<file path="src/rtl/race_state_controller_pkg.sv">
// Shared game-state codes, winner codes and widths for the race sequencer.
package race_state_controller_pkg;

    localparam int unsigned LAP_W   = 3;
    localparam int unsigned POS_W   = 10;
    localparam int unsigned SEC_W   = 10;
    localparam int unsigned SEC_MAX = 999;

    // RACING = 4 is hard-wired into the physics engines and the keyboard encoder.
    typedef enum logic [2:0] {
        ST_IDLE      = 3'd0,
        ST_INIT      = 3'd1,
        ST_COUNTDOWN = 3'd2,
        ST_PAUSED    = 3'd3,
        ST_RACING    = 3'd4,
        ST_FINISH    = 3'd5
    } state_t;

    typedef enum logic [1:0] {
        WIN_NONE = 2'd0,
        WIN_P1   = 2'd1,
        WIN_P2   = 2'd2,
        WIN_TIE  = 2'd3
    } winner_t;

endpackage

</file>
<file path="src/rtl/race_state_controller_lap_tracker.sv">
// Per-player lap counter: a checkpoint visit arms the player, the next finish-box visit counts a lap.
module lap_tracker
    import race_state_controller_pkg::*;
#(
    parameter int unsigned LAPS   = 3,
    parameter int unsigned FIN_X0 = 5,
    parameter int unsigned FIN_X1 = 35,
    parameter int unsigned FIN_Y0 = 120,
    parameter int unsigned FIN_Y1 = 130,
    parameter int unsigned CP_X0  = 280,
    parameter int unsigned CP_X1  = 310,
    parameter int unsigned CP_Y0  = 110,
    parameter int unsigned CP_Y1  = 130
) (
    input  logic             clk,
    input  logic             rst,
    input  logic             clr,
    input  logic             en,
    input  logic [POS_W-1:0] x,
    input  logic [POS_W-1:0] y,
    output logic [LAP_W-1:0] lap,
    output logic             done_c
);

    logic in_fin_c;
    logic in_cp_c;
    logic armed;
    logic count_c;

    // Inclusive unsigned box tests on the live position.
    assign in_fin_c = (x >= POS_W'(FIN_X0)) && (x <= POS_W'(FIN_X1)) &&
                      (y >= POS_W'(FIN_Y0)) && (y <= POS_W'(FIN_Y1));
    assign in_cp_c  = (x >= POS_W'(CP_X0)) && (x <= POS_W'(CP_X1)) &&
                      (y >= POS_W'(CP_Y0)) && (y <= POS_W'(CP_Y1));

    // A lap counts on this edge; done_c flags the edge on which the final lap lands.
    assign count_c = en && in_fin_c && armed && (lap < LAP_W'(LAPS));
    assign done_c  = count_c && (lap == LAP_W'(LAPS - 1));

    // Armed flag and lap counter; both hold whenever en is low.
    always_ff @(posedge clk or posedge rst) begin
        if (rst) begin
            lap   <= '0;
            armed <= 1'b0;
        end else if (clr) begin
            lap   <= '0;
            armed <= 1'b0;
        end else if (count_c) begin
            lap   <= lap + LAP_W'(1);
            armed <= 1'b0;
        end else if (en && in_cp_c) begin
            armed <= 1'b1;
        end
    end

endmodule

</file>
<file path="src/rtl/race_state_controller.sv">
// Game sequencer: IDLE -> INIT -> COUNTDOWN -> RACING (<-> PAUSED) -> FINISH, with laps, race clock and winner.
module race_state_controller
    import race_state_controller_pkg::*;
#(
    parameter int unsigned TICK_DIV   = 100000000,
    parameter int unsigned COUNT_SECS = 3,
    parameter int unsigned LAPS       = 3,
    parameter int unsigned FIN_X0     = 5,
    parameter int unsigned FIN_X1     = 35,
    parameter int unsigned FIN_Y0     = 120,
    parameter int unsigned FIN_Y1     = 130,
    parameter int unsigned CP_X0      = 280,
    parameter int unsigned CP_X1      = 310,
    parameter int unsigned CP_Y0      = 110,
    parameter int unsigned CP_Y1      = 130
) (
    input  logic             clk,
    input  logic             rst,
    input  logic             start_pulse,
    input  logic             pause_pulse,
    input  logic [POS_W-1:0] p1_x,
    input  logic [POS_W-1:0] p1_y,
    input  logic [POS_W-1:0] p2_x,
    input  logic [POS_W-1:0] p2_y,
    output logic [2:0]       state,
    output logic             init_pulse,
    output logic [1:0]       countdown,
    output logic [LAP_W-1:0] p1_lap,
    output logic [LAP_W-1:0] p2_lap,
    output logic [1:0]       winner,
    output logic [SEC_W-1:0] race_sec
);

    localparam int unsigned TICK_W = (TICK_DIV > 1) ? $clog2(TICK_DIV) : 1;

    state_t            st;
    logic [TICK_W-1:0] tick_cnt;
    logic [TICK_W-1:0] tick_next_c;
    logic              tick_c;
    logic              race_en_c;
    logic              clr_c;
    logic              p1_done_c;
    logic              p2_done_c;

    assign state       = st;
    assign tick_c      = (tick_cnt == TICK_W'(TICK_DIV - 1));
    assign tick_next_c = tick_c ? '0 : tick_cnt + TICK_W'(1);
    assign race_en_c   = (st == ST_RACING);
    // Laps are wiped when a race is set up and when FINISH returns to IDLE.
    assign clr_c       = (st == ST_INIT) || ((st == ST_FINISH) && start_pulse);

    lap_tracker #(
        .LAPS(LAPS), .FIN_X0(FIN_X0), .FIN_X1(FIN_X1), .FIN_Y0(FIN_Y0), .FIN_Y1(FIN_Y1),
        .CP_X0(CP_X0), .CP_X1(CP_X1), .CP_Y0(CP_Y0), .CP_Y1(CP_Y1)
    ) u_p1 (
        .clk(clk), .rst(rst), .clr(clr_c), .en(race_en_c),
        .x(p1_x), .y(p1_y), .lap(p1_lap), .done_c(p1_done_c)
    );

    lap_tracker #(
        .LAPS(LAPS), .FIN_X0(FIN_X0), .FIN_X1(FIN_X1), .FIN_Y0(FIN_Y0), .FIN_Y1(FIN_Y1),
        .CP_X0(CP_X0), .CP_X1(CP_X1), .CP_Y0(CP_Y0), .CP_Y1(CP_Y1)
    ) u_p2 (
        .clk(clk), .rst(rst), .clr(clr_c), .en(race_en_c),
        .x(p2_x), .y(p2_y), .lap(p2_lap), .done_c(p2_done_c)
    );

    // Sequencer with registered countdown, race clock, winner and init pulse.
    always_ff @(posedge clk or posedge rst) begin
        if (rst) begin
            st         <= ST_IDLE;
            tick_cnt   <= '0;
            init_pulse <= 1'b0;
            countdown  <= '0;
            winner     <= WIN_NONE;
            race_sec   <= '0;
        end else begin
            init_pulse <= 1'b0;
            case (st)
                ST_IDLE: begin
                    if (start_pulse) begin
                        st         <= ST_INIT;
                        init_pulse <= 1'b1;
                    end
                end
                ST_INIT: begin
                    countdown <= 2'(COUNT_SECS);
                    tick_cnt  <= '0;
                    winner    <= WIN_NONE;
                    race_sec  <= '0;
                    st        <= ST_COUNTDOWN;
                end
                ST_COUNTDOWN: begin
                    tick_cnt <= tick_next_c;
                    if (tick_c) begin
                        if (countdown == 2'd1) begin
                            countdown <= '0;
                            st        <= ST_RACING;
                        end else begin
                            countdown <= countdown - 2'd1;
                        end
                    end
                end
                ST_RACING: begin
                    tick_cnt <= tick_next_c;
                    if (tick_c && (race_sec != SEC_W'(SEC_MAX))) begin
                        race_sec <= race_sec + SEC_W'(1);
                    end
                    // The final lap wins over a simultaneous pause request.
                    if (p1_done_c && p2_done_c) begin
                        winner <= WIN_TIE;
                        st     <= ST_FINISH;
                    end else if (p1_done_c) begin
                        winner <= WIN_P1;
                        st     <= ST_FINISH;
                    end else if (p2_done_c) begin
                        winner <= WIN_P2;
                        st     <= ST_FINISH;
                    end else if (pause_pulse) begin
                        st <= ST_PAUSED;
                    end
                end
                ST_PAUSED: begin
                    if (pause_pulse) begin
                        st <= ST_RACING;
                    end
                end
                ST_FINISH: begin
                    if (start_pulse) begin
                        st        <= ST_IDLE;
                        tick_cnt  <= '0;
                        countdown <= '0;
                        winner    <= WIN_NONE;
                        race_sec  <= '0;
                    end
                end
                default: begin
                    st        <= ST_IDLE;
                    tick_cnt  <= '0;
                    countdown <= '0;
                    winner    <= WIN_NONE;
                    race_sec  <= '0;
                end
            endcase
        end
    end

endmodule
</file>
<file path="config.mk">
export PLATFORM = sky130hd
export DESIGN_NAME = race_state_controller
export DESIGN_NICKNAME = d
export VERILOG_FILES = /design/src/rtl/race_state_controller_pkg.sv /design/src/rtl/race_state_controller_lap_tracker.sv /design/src/rtl/race_state_controller.sv
export SDC_FILE = /design/constraint.sdc
export NUM_CORES = 1
export LEC_CHECK = 0
export ABC_AREA = 1
export BUFFER_PORTS_ARGS = -buffer_cell sky130_fd_sc_hd__buf_2
export CELL_PAD_IN_SITES_DETAIL_PLACEMENT = 0
export CELL_PAD_IN_SITES_GLOBAL_PLACEMENT = 1
export CORE_MARGIN = 2
export CORE_UTILIZATION = 30
export DETAILED_ROUTE_END_ITERATION = 8
export PLACE_DENSITY_LB_ADDON = 0.1
export SLEW_MARGIN = 20
export SYNTH_ARGS = -nofsm -noshare
export SYNTH_HDL_FRONTEND = slang
export SYNTH_SLANG_ARGS = --single-unit
</file>
<file path="constraint.sdc">
create_clock -name clk -period 2 [get_ports clk]
set_input_delay 0.2 -clock clk [delete_from_list [all_inputs] [get_ports clk]]
set_output_delay 0.2 -clock clk [all_outputs]
set_load 0.005 [all_outputs]
</file>
Word level (Yosys, flattened, before mapping)
Index checks and enable logic that the tools add are counted.
{ "op_classes": {"magnitude_cmp": 16, "bitwise_logic": 3, "n_reduce_logical": 40, "mux": 36, "n_eq_ne": 18, "n_addsub": 5} }
{ "ops": {"columns": ["op", "n"], "rows": [
  ["27-bit case mux with 3 select lines", 1],
  ["27-bit 2-to-1 mux", 2],
  ["10-bit by 7-bit >= comparator with 1-bit output, second input constant", 4],
  ["3-bit 2-to-1 mux", 13],
  ["10-bit case mux with 3 select lines", 1],
  ["27-bit by 1-bit adder with 27-bit output, second input constant", 1],
  ["27-bit equality test, second input constant", 1],
  ["1-bit logical AND", 25],
  ["10-bit by 3-bit >= comparator with 1-bit output, second input constant", 2],
  ["10-bit by 9-bit >= comparator with 1-bit output, second input constant", 2],
  ["10-bit by 6-bit less-or-equal comparator with 1-bit output, second input constant", 2],
  ["10-bit by 8-bit less-or-equal comparator with 1-bit output, second input constant", 2],
  ["10-bit by 9-bit less-or-equal comparator with 1-bit output, second input constant", 2],
  ["10-bit 2-to-1 mux", 2],
  ["3-bit case mux with 6 select lines", 1],
  ["3-bit by 2-bit equality test with 1-bit output, second input constant", 4],
  ["2-bit 2-to-1 mux", 6],
  ["2-bit != test, second input constant", 6],
  ["10-bit by 1-bit adder with 10-bit output, second input constant", 1],
  ["10-bit != test, second input constant", 1],
  ["3-bit AND reduction", 3],
  ["1-bit 2-to-1 mux", 8],
  ["2-bit case mux with 4 select lines", 1],
  ["3-bit by 1-bit adder with 3-bit output, second input constant", 2],
  ["17 further kinds", 25]
]} }
{ "word_totals": {"out_inout_bits": 24, "elab_cells": 128, "input_bits": 44, "register_bits": 53} }

Logic depth before layout (Yosys ltp)
Gate-level depths: netlist (run 1).
{ "depth": {"depth_word": 12, "depth_mapped": 14, "mapped_depth_nobuf": 14} }

Hierarchy
Synthesis (run 1) repeated with hierarchy kept, for this count alone.
{ "unflattened": {"hier_cells": 685, "area_unflattened_um2": 4236.6} }
{ "by_module_without_submodules": {"columns": ["module", "cells_each", "area_per_inst_um2", "instances", "seq_area_each_um2"], "rows": [
  ["race_state_controller", 453, 3012.9, 1, 1126.1],
  ["lap_tracker", 116, 611.8, 2, 100.1]
]} }

Least setup slack after synthesis (run 1)
Ideal clock, no wire load.
{ "synth_path": {"path_type": "register to register", "from": "register tick_cnt[0]", "to": "register st[1], in the netlist state[1]", "t_required_ns": 1.883, "setup_ns": 0.117, "n_path_buf": 0, "path_slack_ns": 0.354, "arrival_ns": 1.529, "path_stages_with_launch": 15, "synth_period_minus_slack_ns": 1.646, "cell_sequence": "dfrtp_1 ha_1 nand2_1 inv_1 nand2_1 inv_1 nand2_4 nor2_2 nand2_2 nand2_2 nand2_2 nor2_4 nand2_2 nand2_1 nand2_1"} }
{ "synth_via": {"elab_chain_cells": 3} }
{ "synth_lines": {"columns": ["element", "line_no", "rtl"], "rows": [
  ["start, declared", "race_state_controller.sv:37", "logic [TICK_W-1:0] tick_cnt;"],
  ["start signal, assigned", "race_state_controller.sv:94", "tick_cnt <= tick_next_c;"],
  ["start signal, assigned", "race_state_controller.sv:105", "tick_cnt <= tick_next_c;"],
  ["27-bit equality test", "race_state_controller.sv:46", "assign tick_c = (tick_cnt == TICK_W'(TICK_DIV - 1));"],
  ["2-bit != test (no line)", null, null],
  ["6-bit AND reduction (no line)", null, null],
  ["end signal, assigned", "race_state_controller.sv:71", "st <= ST_IDLE;"],
  ["end signal, assigned", "race_state_controller.sv:82", "st <= ST_INIT;"],
  ["end signal, assigned", "race_state_controller.sv:91", "st <= ST_COUNTDOWN;"],
  ["end, declared", "race_state_controller.sv:36", "state_t st;"]
]} }
Every way passes these cells.
A chain may end at the register's enable or synchronous reset.

Worst setup path after layout (run 1)
{ "layout_path": {"from": "register st[0], in the netlist state[0]", "to": "register tick_cnt[11]"} }
{ "layout_via": {"elab_chain_cells": 4, "word_cells_on_any_way": 11, "classes_between": "eq/ne: 5; mux: 1; bitwise: 1; reduce/logical: 4"} }
{ "layout_lines": {"columns": ["element"], "rows": [
  ["parallel branches: the longest is 4 deep, another holds 27-bit case mux with 3 select lines"]
]} }
Several ways; the timed one is not identified.

==> out/metrics.csv, run 1 <==
stage;metric;value;unit
synthesis;sequential-to-total area share from yosys stat;36.38;%
setup_path;CP Data Required Time;2240;ps
floorplan;IO Count;68;
placed_design;gpl congestion;0.8318;
synthesis;asr flop ratio synth;100.0;%
run;Max Cap Violations;0;
power;Leakage;2.172;nW
cts;H-tree depth;2;
setup_path;largest delay contributor family on the critical path;simple AND/OR/NAND/NOR gates;
route;via count;3527;
floorplan;Die Wd;114.2;um
timing;final worst slack;193.7;ps
timing;min cycle time layout;1806;ps
cells_and_area;Finished Core Util;37.28;%
timing;measured slew at the worst slew-check pin;543.9;ps
cts;Longest Clk Path Bufs;2;
route;DR vias/cell;4.722;
synthesis;EDFF count, synth;0;
setup_path;crit-path max FO;15;
timing;part of the cycle the worst path needs;90.31;%
cells_and_area;Design Area, Final;4459;um2
synthesis;unique cell type count in the Yosys netlist;39;
synthesis;dominant synthesized flop cell;dfrtp_1;
cells_and_area;most frequent cells in the layout;nand2_1 (112), nor2_1 (70), inv_1 (69);
setup_path;Worst Setup Path Type;reg -> reg;
placed_design;hpwl dp;7802;um
timing;fmax;553.6;MHz
synthesis;Cells after Synth;512;
placed_design;PortBufs;67;
floorplan;Die Y-Extent;114.2;um
setup_path;crit path launch type;flop;
cts;TritonCTS buffer count;5;
synthesis;syn nets;563;
setup_path;CP endpoint kind;flop;
cts;CTS tree;built;
timing;unrepaired setup endpoints after global routing;no;
cells_and_area;Layout area overhead;22.31;%
timing;Sum Neg Setup Slack;0;ps
placed_design;Placed Area;4282;um2
power;Pwr Total;0.003843;W
cts;setup bufs post-CTS;0;
synthesis;synthesized area;3646;um2
timing;Clock Skew;9.268;ps
floorplan;num rows;40;
cells_and_area;diode count;0;
timing;Pins Over Slew Limit;0;
setup_path;CP peak stage delay;450;ps
setup_path;Worst Path Arrival;2050;ps
timing;Final Hold Vio Count;0;
cts;Root Driver;clkbuf_16;
synthesis;Yosys reg bits;53;
synthesis;area leader, netlist;dfrtp_1;
timing;Setup violations, final;0;
timing;Rel. slew slack;63.46;%
global_route;antenna violations before repair;0;
floorplan;core area;11960;um2
setup_path;cells along the critical path;inv_1, nor2_4, nand3_1, nand3_4, inv_2, nand4_1, xor2_1, nor2_1;
cts;clock sinks;53;
cells_and_area;commonest non-fill, non-tap cell in the layout;nand2_1;
setup_path;Worst path slowest cell;dfrtp_1;
synthesis;Mean Syn Cell Area;7.121;um2
synthesis;largest cells by area after synthesis;dfrtp_1 (36%), nand2_1 (12%), nor2_1 (7.3%), inv_1 (7.2%), nand3_1 (5.8%);
route;DRT antenna net count;0;
setup_path;Buffers & Inverters on Critical Path;2;
route;DR iter-0 viols;195;
power;Worst VDD drop;0.4547;mV
power;pwr dens;861.8;nW/um2
global_route;grt ovf;0;
route;First-pass DRT Iterations;4;
route;Post-route DRC;0;
cts;Clk Latency, worst-skew pair;310;ps
floorplan;die area;13050;um2
cells_and_area;layout cells sized above 1;20.33;%
synthesis;Yosys top cell area share;36.38;%
route;Avg WL per Cell;13.47;um
global_route;gr usage total;16.54;%
global_route;first-pass GRT wire length;16960;um
floorplan;Initial Utilization;30.48;%
cells_and_area;post-layout net count;650;
run_status;status;finished clean;
synthesis;YS warnings;0;
cts;Clock transition at path regs;80;ps
route;routed wire length;10060;um
global_route;number of global-route vias before repair;3472;
hold_path;Hold Path Class;in -> reg;
global_route;pin count of the biggest net entering global routing;45;
placed_design;post-placement setup slack;126.0;ps
-- where the power goes --
group | total [W] | leakage (nW) | internal, W | switching [W]
registers | 0.00130 | 0.727 | 0.00118 | 0.000124
logic | 0.00158 | 1.37 | 0.000579 | 0.00100
clock network | 0.000957 | 0.0767 | 0.000484 | 0.000472
total | 0.00384 | 2.17 | 0.00224 | 0.00160
-- per-stage QoR --
step	hold slack, ps	cells
6_report	191.0	747
5_1_grt	206.4	747
4_1_cts	179.8	747
3_5_place_dp	143.4	738
3_3_place_gp	144.6	738
2_1_floorplan	328.9	512
-- layer usage --
metal  global-route usage [%]  wire (um)
met1                    21.59       4905
met5                        0          0
met4                    5.041        130
met3                    3.600        409
met2                    27.46       4614
-- flip-flops by register name (all words and copies together) (netlist names), 2 cells and up --
register	flops
u_p2.lap	3
countdown	2
state	3
u_p1.lap	3
winner	2
tick_cnt	27
race_sec	10
-- worst min-delay path: stages --
cell and delay (ps):
buf_2 140, inv_1 70, nor2_1 60
-- synth_stat cells, types with 2 or more instances --
cell	n
nand2_1	112
nor2_1	71
inv_1	70
dfrtp_1	53
nand3_1	42
nor3_1	25
xor2_1	22
nand4_1	21
o21ai_0	18
o21ai_1	10
ha_1	7
nand2_2	7
a21oi_1	6
nor2_2	5
o22ai_1	5
nor2_4	4
xnor2_1	4
a41oi_1	2
buf_2	2
inv_2	2
nand3b_1	2
nand4_2	2
nor4_1	2
o21bai_1	2
o31ai_1	2
-- layout make-up --
cell class / count / area (um2)
clock buffers: 5 / 125.1
clock inverters: 3 / 28.78
fillers: 1306 / 7502
inverters: 72 / 270.3
multi-input cells: 383 / 2033
flip-flops and latches: 53 / 1328
well taps: 147 / 183.9
repair buffers: 84 / 490.5
-- worst paths after layout --
path / from / end / slack, ps / cells after the start
max: state[0] / tick_cnt[11] / 190 / 8
min: start_pulse / init_pulse / 190 / 3
max reg2reg: state[0] / tick_cnt[11] / 190 / 8
min reg2reg: winner[0] / winner[0] / 500 / 2
max in group asynchronous: rst / state[1] / 1110 / 4
min in group asynchronous: rst / race_sec[1] / 350 / 3
-- what timing repair did --
action | 4_1_cts | 5_1_grt
gates resized for setup | 0 | 4
hold buffers | 1 | 0
endpoints found under the setup margin | 0 | 17
hold endpoints to repair | 9 | 0
-- cells by family (layout without fill, tap and decap cells) --
logic type,count (synthesis),after routing,share of synthesized area (%)
fa+ha+maj,7,7,2.402
flops,53,53,36.38
compound gates,50,50,8.168
simple gates,300,300,38.61
buf+inv,76,164,8.202
xor+xnor,26,26,6.245
Power figures use the tool's default switching activity.
==> run 2, diff against run 1 <==
--- a/config.mk
+++ b/config.mk
@@ -12,7 +12,7 @@
 export CORE_MARGIN = 2
 export CORE_UTILIZATION = 30
 export DETAILED_ROUTE_END_ITERATION = 8
-export PLACE_DENSITY_LB_ADDON = 0.1
+export PLACE_DENSITY = 0.65
 export SLEW_MARGIN = 20
 export SYNTH_ARGS = -nofsm -noshare
 export SYNTH_HDL_FRONTEND = slang
==> out/metrics.csv, run 2 (synthesis results as in run 1) <==
stage;metric;value;unit;change
run_status;status;finished clean;;
global_route;GRT met2 Usage;27.82;%;+0.36 points
route;First-pass DRT Iterations;4;;unchanged
cts;clock sinks;53;;unchanged
route;DRT antenna net count;0;;unchanged
timing;Setup violations, final;0;;unchanged
setup_path;reg2reg setup slack;170;ps;-20 ps
global_route;first-pass GRT wire length;17100;um;+0.81%
route;DR vias/cell;4.790;;+1.4%
power;switching component of the power;0.001565;W;-2.2%
power;Clock Power Share;23.9;%;-1.0 points
placed_design;PortBufs;67;;unchanged
global_route;pin count of the biggest net entering global routing;20;;-56%
setup_path;worst reg2reg path endpoint;state[2];;
timing;Clock Skew;7.468;ps;-1.800 ps
cells_and_area;most frequent cells in the layout;nand2_1 (111), nor2_1 (71), inv_1 (68);;
cells_and_area;layout cells sized above 1;20.70;%;+0.37 points
route;routed wire length;9828;um;-2.3%
global_route;grt ovf;0;;unchanged
cts;CTS tree;built;;
cells_and_area;Layout area overhead;22.20;%;about the same
hold_path;Hold Crit Start;start_pulse;;
cts;Clk Latency, worst-skew pair;300;ps;about the same
placed_design;gpl congestion;0.8250;;-0.82%
timing;Min Hold Slack;170.3;ps;-20.63 ps
cts;H-tree depth;2;;unchanged
placed_design;post-placement setup slack;111.1;ps;-14.91 ps
route;via count;3573;;+1.3%
timing;final worst slack;169.9;ps;-23.83 ps
cells_and_area;post-layout net count;649;;-0.15%
run;Max Cap Violations;0;;unchanged
cts;Root Driver;clkbuf_16;;
timing;Final Hold Vio Count;0;;unchanged
floorplan;num rows;40;;unchanged
setup_path;Worst R2R Path Depth;14;;+6
power;Int Pwr;0.002210;W;-1.5%
global_route;number of global-route vias before repair;3567;;+2.7%
power;Pwr Total;0.003775;W;-1.8%
floorplan;IO Count;68;;unchanged
hold_path;hold endpoint;init_pulse;;
cells_and_area;commonest non-fill, non-tap cell in the layout;nand2_1;;
timing;Pins Over Slew Limit;0;;unchanged
timing;fmax;546.4;MHz;-1.3%
power;Leakage;2.186;nW;+0.66%
timing;part of the cycle the worst path needs;91.50;%;+1.2 points
timing;Rel. slew slack;62.13;%;-1.3 points
cells_and_area;max reg flops;27;;unchanged
global_route;gr usage total;16.15;%;-0.39 points
route;DR iter-0 viols;180;;-7.7%
route;Post-route DRC;0;;unchanged
power;Worst VDD drop;0.3826;mV;-16%
cells_and_area;Finished Core Util;37.25;%;about the same
setup_path;Worst Path Arrival;2030;ps;-20 ps
setup_path;CP endpoint kind;flop;;
setup_path;crit-path max FO;7;;-8
global_route;antenna violations before repair;0;;unchanged
floorplan;core area;11960;um2;unchanged
hold_path;Hold Path Class;in -> reg;;
setup_path;worst reg2reg path startpoint;tick_cnt[0];;
placed_design;hpwl dp;7836;um;+0.43%
cts;Longest Clk Path Bufs;2;;unchanged
cells_and_area;Top reg by flops;tick_cnt;;
global_route;GR Layer Usage met3;3.176;%;-0.42 points
global_route;met1 GRT Util;21.14;%;-0.45 points
setup_path;crit path launch type;flop;;
timing;measured slew at the worst slew-check pin;563.7;ps;+19.87 ps
setup_path;Worst Setup Path Type;reg -> reg;;
cts;Clock transition at path regs;80;ps;about the same
floorplan;Initial Utilization;30.48;%;unchanged
route;Avg WL per Cell;13.17;um;-2.2%
setup_path;CP Data Required Time;2200;ps;-40 ps
floorplan;die area;13050;um2;unchanged
floorplan;Die Wd;114.2;um;unchanged
power;pwr dens;847.3;nW/um2;-1.7%
cells_and_area;Top Registers;tick_cnt x27, race_sec x10;;
timing;min cycle time layout;1830;ps;+23.83 ps
cts;TritonCTS buffer count;5;;unchanged
floorplan;Die Y-Extent;114.2;um;unchanged
power;Seq pwr share;34.3;%;+0.4 points
power;switching power share of the total;41.47;%;-0.17 points
hold_path;WHS Path Cells;3;;unchanged
cells_and_area;diode count;0;;unchanged
global_route;GR peak layer;met2;;
power;power share of the combinational group;41.8;%;+0.6 points
[run 2: cell count changes in the layout (fill, tap and decap cells not counted), sizes merged]
| cell | delta |
|---|---|
| buf | -1 |
| clkinv | +1 |
| inv | -2 |
| clkinvlp | +1 |
[run 2: metal layers]
layer  vias to the layer above  wire (um)
met4                         0         55
met5                         -          0
met2                        73       4669
met3                         5        518
met1                      1649       4585
li1                       1846          -
[run 2: critical path: stages, from the launching register on]
cell and delay (ps):
dfrtp_1 400, ha_2 190, nand2_1 70, inv_1 90
nand2_2 70, inv_2 70, nand2_4 90, nor2_4 140
nand2_4 90, nand2_2 80, nand2_2 80, nor2_4 160
nand2_2 80, nand2_1 60, nand2_1 50
[run 2: cell type report]
| class | instances | area, um2 |
|---|---|---|
| clock inverter | 3 | 25.02 |
| inverter | 72 | 270.3 |
| fill | 1273 | 7506 |
| tap | 147 | 183.9 |
| clock buffer | 5 | 125.1 |
| timing repair buffer | 83 | 470.5 |
| multi-input combinational | 383 | 2054 |
| sequential | 53 | 1326 |
[run 2: worst max path at each step]
stage / from / end / slack, ps
after global routing: tick_cnt[10] / race_sec[9] / -10
final: tick_cnt[0] / state[2] / 170
after global placement: tick_cnt[0] / state[2] / 130
after detailed placement: tick_cnt[0] / state[2] / 110
after floorplan: tick_cnt[0] / state[1] / 350
after CTS: tick_cnt[0] / tick_cnt[3] / 100
[run 2: metrics by stage]
stage | setup TNS [ps] | cells | area (um2)
after floorplan | 0 | 512 | 3646
after global placement | 0 | 736 | 4254
after detailed placement | 0 | 736 | 4254
after CTS | 0 | 745 | 4414
after global routing | -13.14 | 746 | 4456
final | 0 | 746 | 4456
[run 2: what timing repair did]
item	CTS	global route
endpoints found under the hold margin	17	0
resized for setup	0	9
setup endpoints to repair	0	26
hold buffers	1	0
buffers inserted	0	1
[run 2: power groups by stage]
stage | clock, W | combinational (W) | sequential (W)
3_3_place_gp | 0 | 0.00156 | 0.00131
4_1_cts | 0.000944 | 0.00157 | 0.00130
5_1_grt | 0.000987 | 0.00177 | 0.00131
6_report | 0.000902 | 0.00158 | 0.00129
3_5_place_dp | 0 | 0.00156 | 0.00132
2_1_floorplan | 0 | 0.000998 | 0.00130
==> run 3, diff against run 2 <==
--- a/config.mk
+++ b/config.mk
@@ -7,12 +7,11 @@
 export LEC_CHECK = 0
 export ABC_AREA = 1
 export BUFFER_PORTS_ARGS = -buffer_cell sky130_fd_sc_hd__buf_2
-export CELL_PAD_IN_SITES_DETAIL_PLACEMENT = 0
-export CELL_PAD_IN_SITES_GLOBAL_PLACEMENT = 1
 export CORE_MARGIN = 2
 export CORE_UTILIZATION = 30
 export DETAILED_ROUTE_END_ITERATION = 8
-export PLACE_DENSITY = 0.65
+export GPL_TIMING_DRIVEN = 1
+export PLACE_DENSITY = 0.5
 export SLEW_MARGIN = 20
 export SYNTH_ARGS = -nofsm -noshare
 export SYNTH_HDL_FRONTEND = slang
==> out/metrics.csv, run 3 (synthesis results as in run 1) <==
stage;metric;value;unit;change
timing;min cycle time layout;1791;ps;-38.98 ps
timing;Clock Skew;7.382;ps;-0.08590 ps
cells_and_area;max reg flops;27;;unchanged
cells_and_area;most frequent cells in the layout;nand2_1 (112), nor2_1 (71), inv_1 (69);;
global_route;grt ovf;0;;unchanged
global_route;antenna violations before repair;0;;unchanged
cts;TritonCTS buffer count;5;;unchanged
route;Post-route DRC;0;;unchanged
global_route;first-pass GRT wire length;16680;um;-2.4%
route;First-pass DRT Iterations;4;;unchanged
setup_path;Worst Path Arrival;1980;ps;-50 ps
power;Leakage;2.158;nW;-1.3%
timing;Sum Neg Setup Slack;0;ps;unchanged
route;via count;3556;;-0.48%
floorplan;Die Wd;114.2;um;unchanged
placed_design;gpl congestion;0.8444;;+2.4%
cells_and_area;Top Registers;tick_cnt x27, race_sec x10;;
global_route;pin count of the biggest net entering global routing;54;;+170%
setup_path;crit path launch type;flop;;
route;routed wire length;9418;um;-4.2%
cells_and_area;commonest non-fill, non-tap cell in the layout;nand2_1;;
route;DR vias/cell;4.780;;-0.21%
hold_path;Hold Path Class;in -> async;;
run_status;status;finished clean;;
floorplan;IO Count;68;;unchanged
timing;Rel. slew slack;54.53;%;-7.6 points
setup_path;CP endpoint kind;flop;;
cells_and_area;Layout area overhead;20.69;%;
timing;Setup violations, final;0;;unchanged
route;DRT antenna net count;0;;unchanged
floorplan;Initial Utilization;30.48;%;unchanged
floorplan;die area;13050;um2;unchanged
cells_and_area;post-layout net count;648;;-0.15%
timing;unrepaired setup endpoints after global routing;no;;
cells_and_area;diode count;0;;unchanged
global_route;gr usage total;15.65;%;-0.49 points
cells_and_area;Top reg by flops;tick_cnt;;
setup_path;crit-path max FO;7;;unchanged
timing;fmax;558.3;MHz;+2.2%
cts;Clk Latency, worst-skew pair;300;ps;about the same
setup_path;CP Data Required Time;2190;ps;about the same
cts;H-tree depth;2;;unchanged
floorplan;num rows;40;;unchanged
placed_design;PortBufs;67;;unchanged
power;Worst VDD drop;0.3496;mV;-8.6%
cells_and_area;Finished Core Util;36.79;%;-0.46 points
timing;Final Hold Vio Count;0;;unchanged
global_route;number of global-route vias before repair;3580;;+0.36%
timing;part of the cycle the worst path needs;89.56;%;-1.9 points
run;Max Cap Violations;0;;unchanged
floorplan;core area;11960;um2;unchanged
cts;Longest Clk Path Bufs;2;;unchanged
timing;Pins Over Slew Limit;0;;unchanged
route;DR iter-0 viols;204;;+13%
route;Avg WL per Cell;12.66;um;-3.9%
floorplan;Die Y-Extent;114.2;um;unchanged
cells_and_area;layout cells sized above 1;19.77;%;-0.94 points
timing;measured slew at the worst slew-check pin;682.1;ps;+118.3 ps
cts;Hold Buf Count CTS;0;;-1
setup_path;reg2reg setup slack;210;ps;+40 ps
cts;clock sinks;53;;unchanged
cts;Root Driver;clkbuf_16;;
power;pwr dens;839.2;nW/um2;-0.95%
cts;Clock transition at path regs;70;ps;about the same
setup_path;Worst Setup Path Type;reg -> reg;;
placed_design;hpwl dp;7421;um;-5.3%
cts;CTS tree;built;;
-- run 3: cell count changes in the layout (fill, tap and decap cells not counted), sizes merged --
| cell | change |
|---|---|
| dlygate4sd3 | -1 |
| inv | -1 |
-- run 3: area by class of cell --
class	instances	area, um2
Clock buffer	5	125.1
Clock inverter	2	16.27
Fill cell	1275	7561
Inverter	72	270.3
Multi-Input combinational cell	383	2031
Sequential cell	53	1326
Tap cell	147	183.9
Timing Repair Buffer	82	447.9
-- run 3: critical path: stages (launching register included) --
cell     delay (ps)
dfrtp_1         380
ha_1            180
nand2_1          70
inv_1            70
nand2_1          70
inv_1           100
nand2_4          90
nor2_2          140
nand2_2         130
nand2_2          90
nand2_2          80
nor2_4          130
nand2_2          80
nand2_1          60
nand2_1          50
-- run 3: what timing repair did --
action | in CTS | in global routing
resized for setup | 0 | 2
setup buffers | 0 | 5
setup endpoints to repair | 0 | 19
-- run 3: path summary, 6_finish.rpt --
| check | to | depth (start not counted) | start |
|---|---|---|---|
| worst max-delay path | state[1] | 14 | tick_cnt[0] |
| max in group asynchronous | countdown[1] | 3 | rst |
| worst max register to register | state[1] | 14 | tick_cnt[0] |
| worst min register to register | winner[0] | 2 | winner[0] |
| min in group clk | init_pulse | 3 | start_pulse |
| worst min-delay path | race_sec[9] | 3 | rst |
-- run 3: power breakdown --
group	total [W]	internal, W	leakage [nW]	switching (W)
Combinational	0.00154	0.000540	1.36	0.00100
Clock	0.000862	0.000460	0.0659	0.000402
Sequential	0.00129	0.00118	0.728	0.000110
-- run 3: through the flow --
stage | hold WS (ps) | power, W | setup WS [ps] | cells | cell area, um2
after floorplan | 328.9 | 0.002297 | 353.6 | 512 | 3646
after global placement | 435.2 | 0.002778 | 158.9 | 732 | 4212
after detailed placement | 444.5 | 0.002786 | 152.2 | 732 | 4212
after CTS | 124.8 | 0.003670 | 127.7 | 739 | 4353
after global routing | 150.9 | 0.004004 | 3.100 | 744 | 4400
final | 85.02 | 0.003693 | 208.9 | 744 | 4400
-- run 3: routing by layer --
metal	up-vias	global-route usage (%)	wire [um]
met5	-	0	0
met4	0	3.171	77
met3	7	3.229	431
met2	62	26.59	4437
met1	1648	20.69	4472
li1	1839	-	-
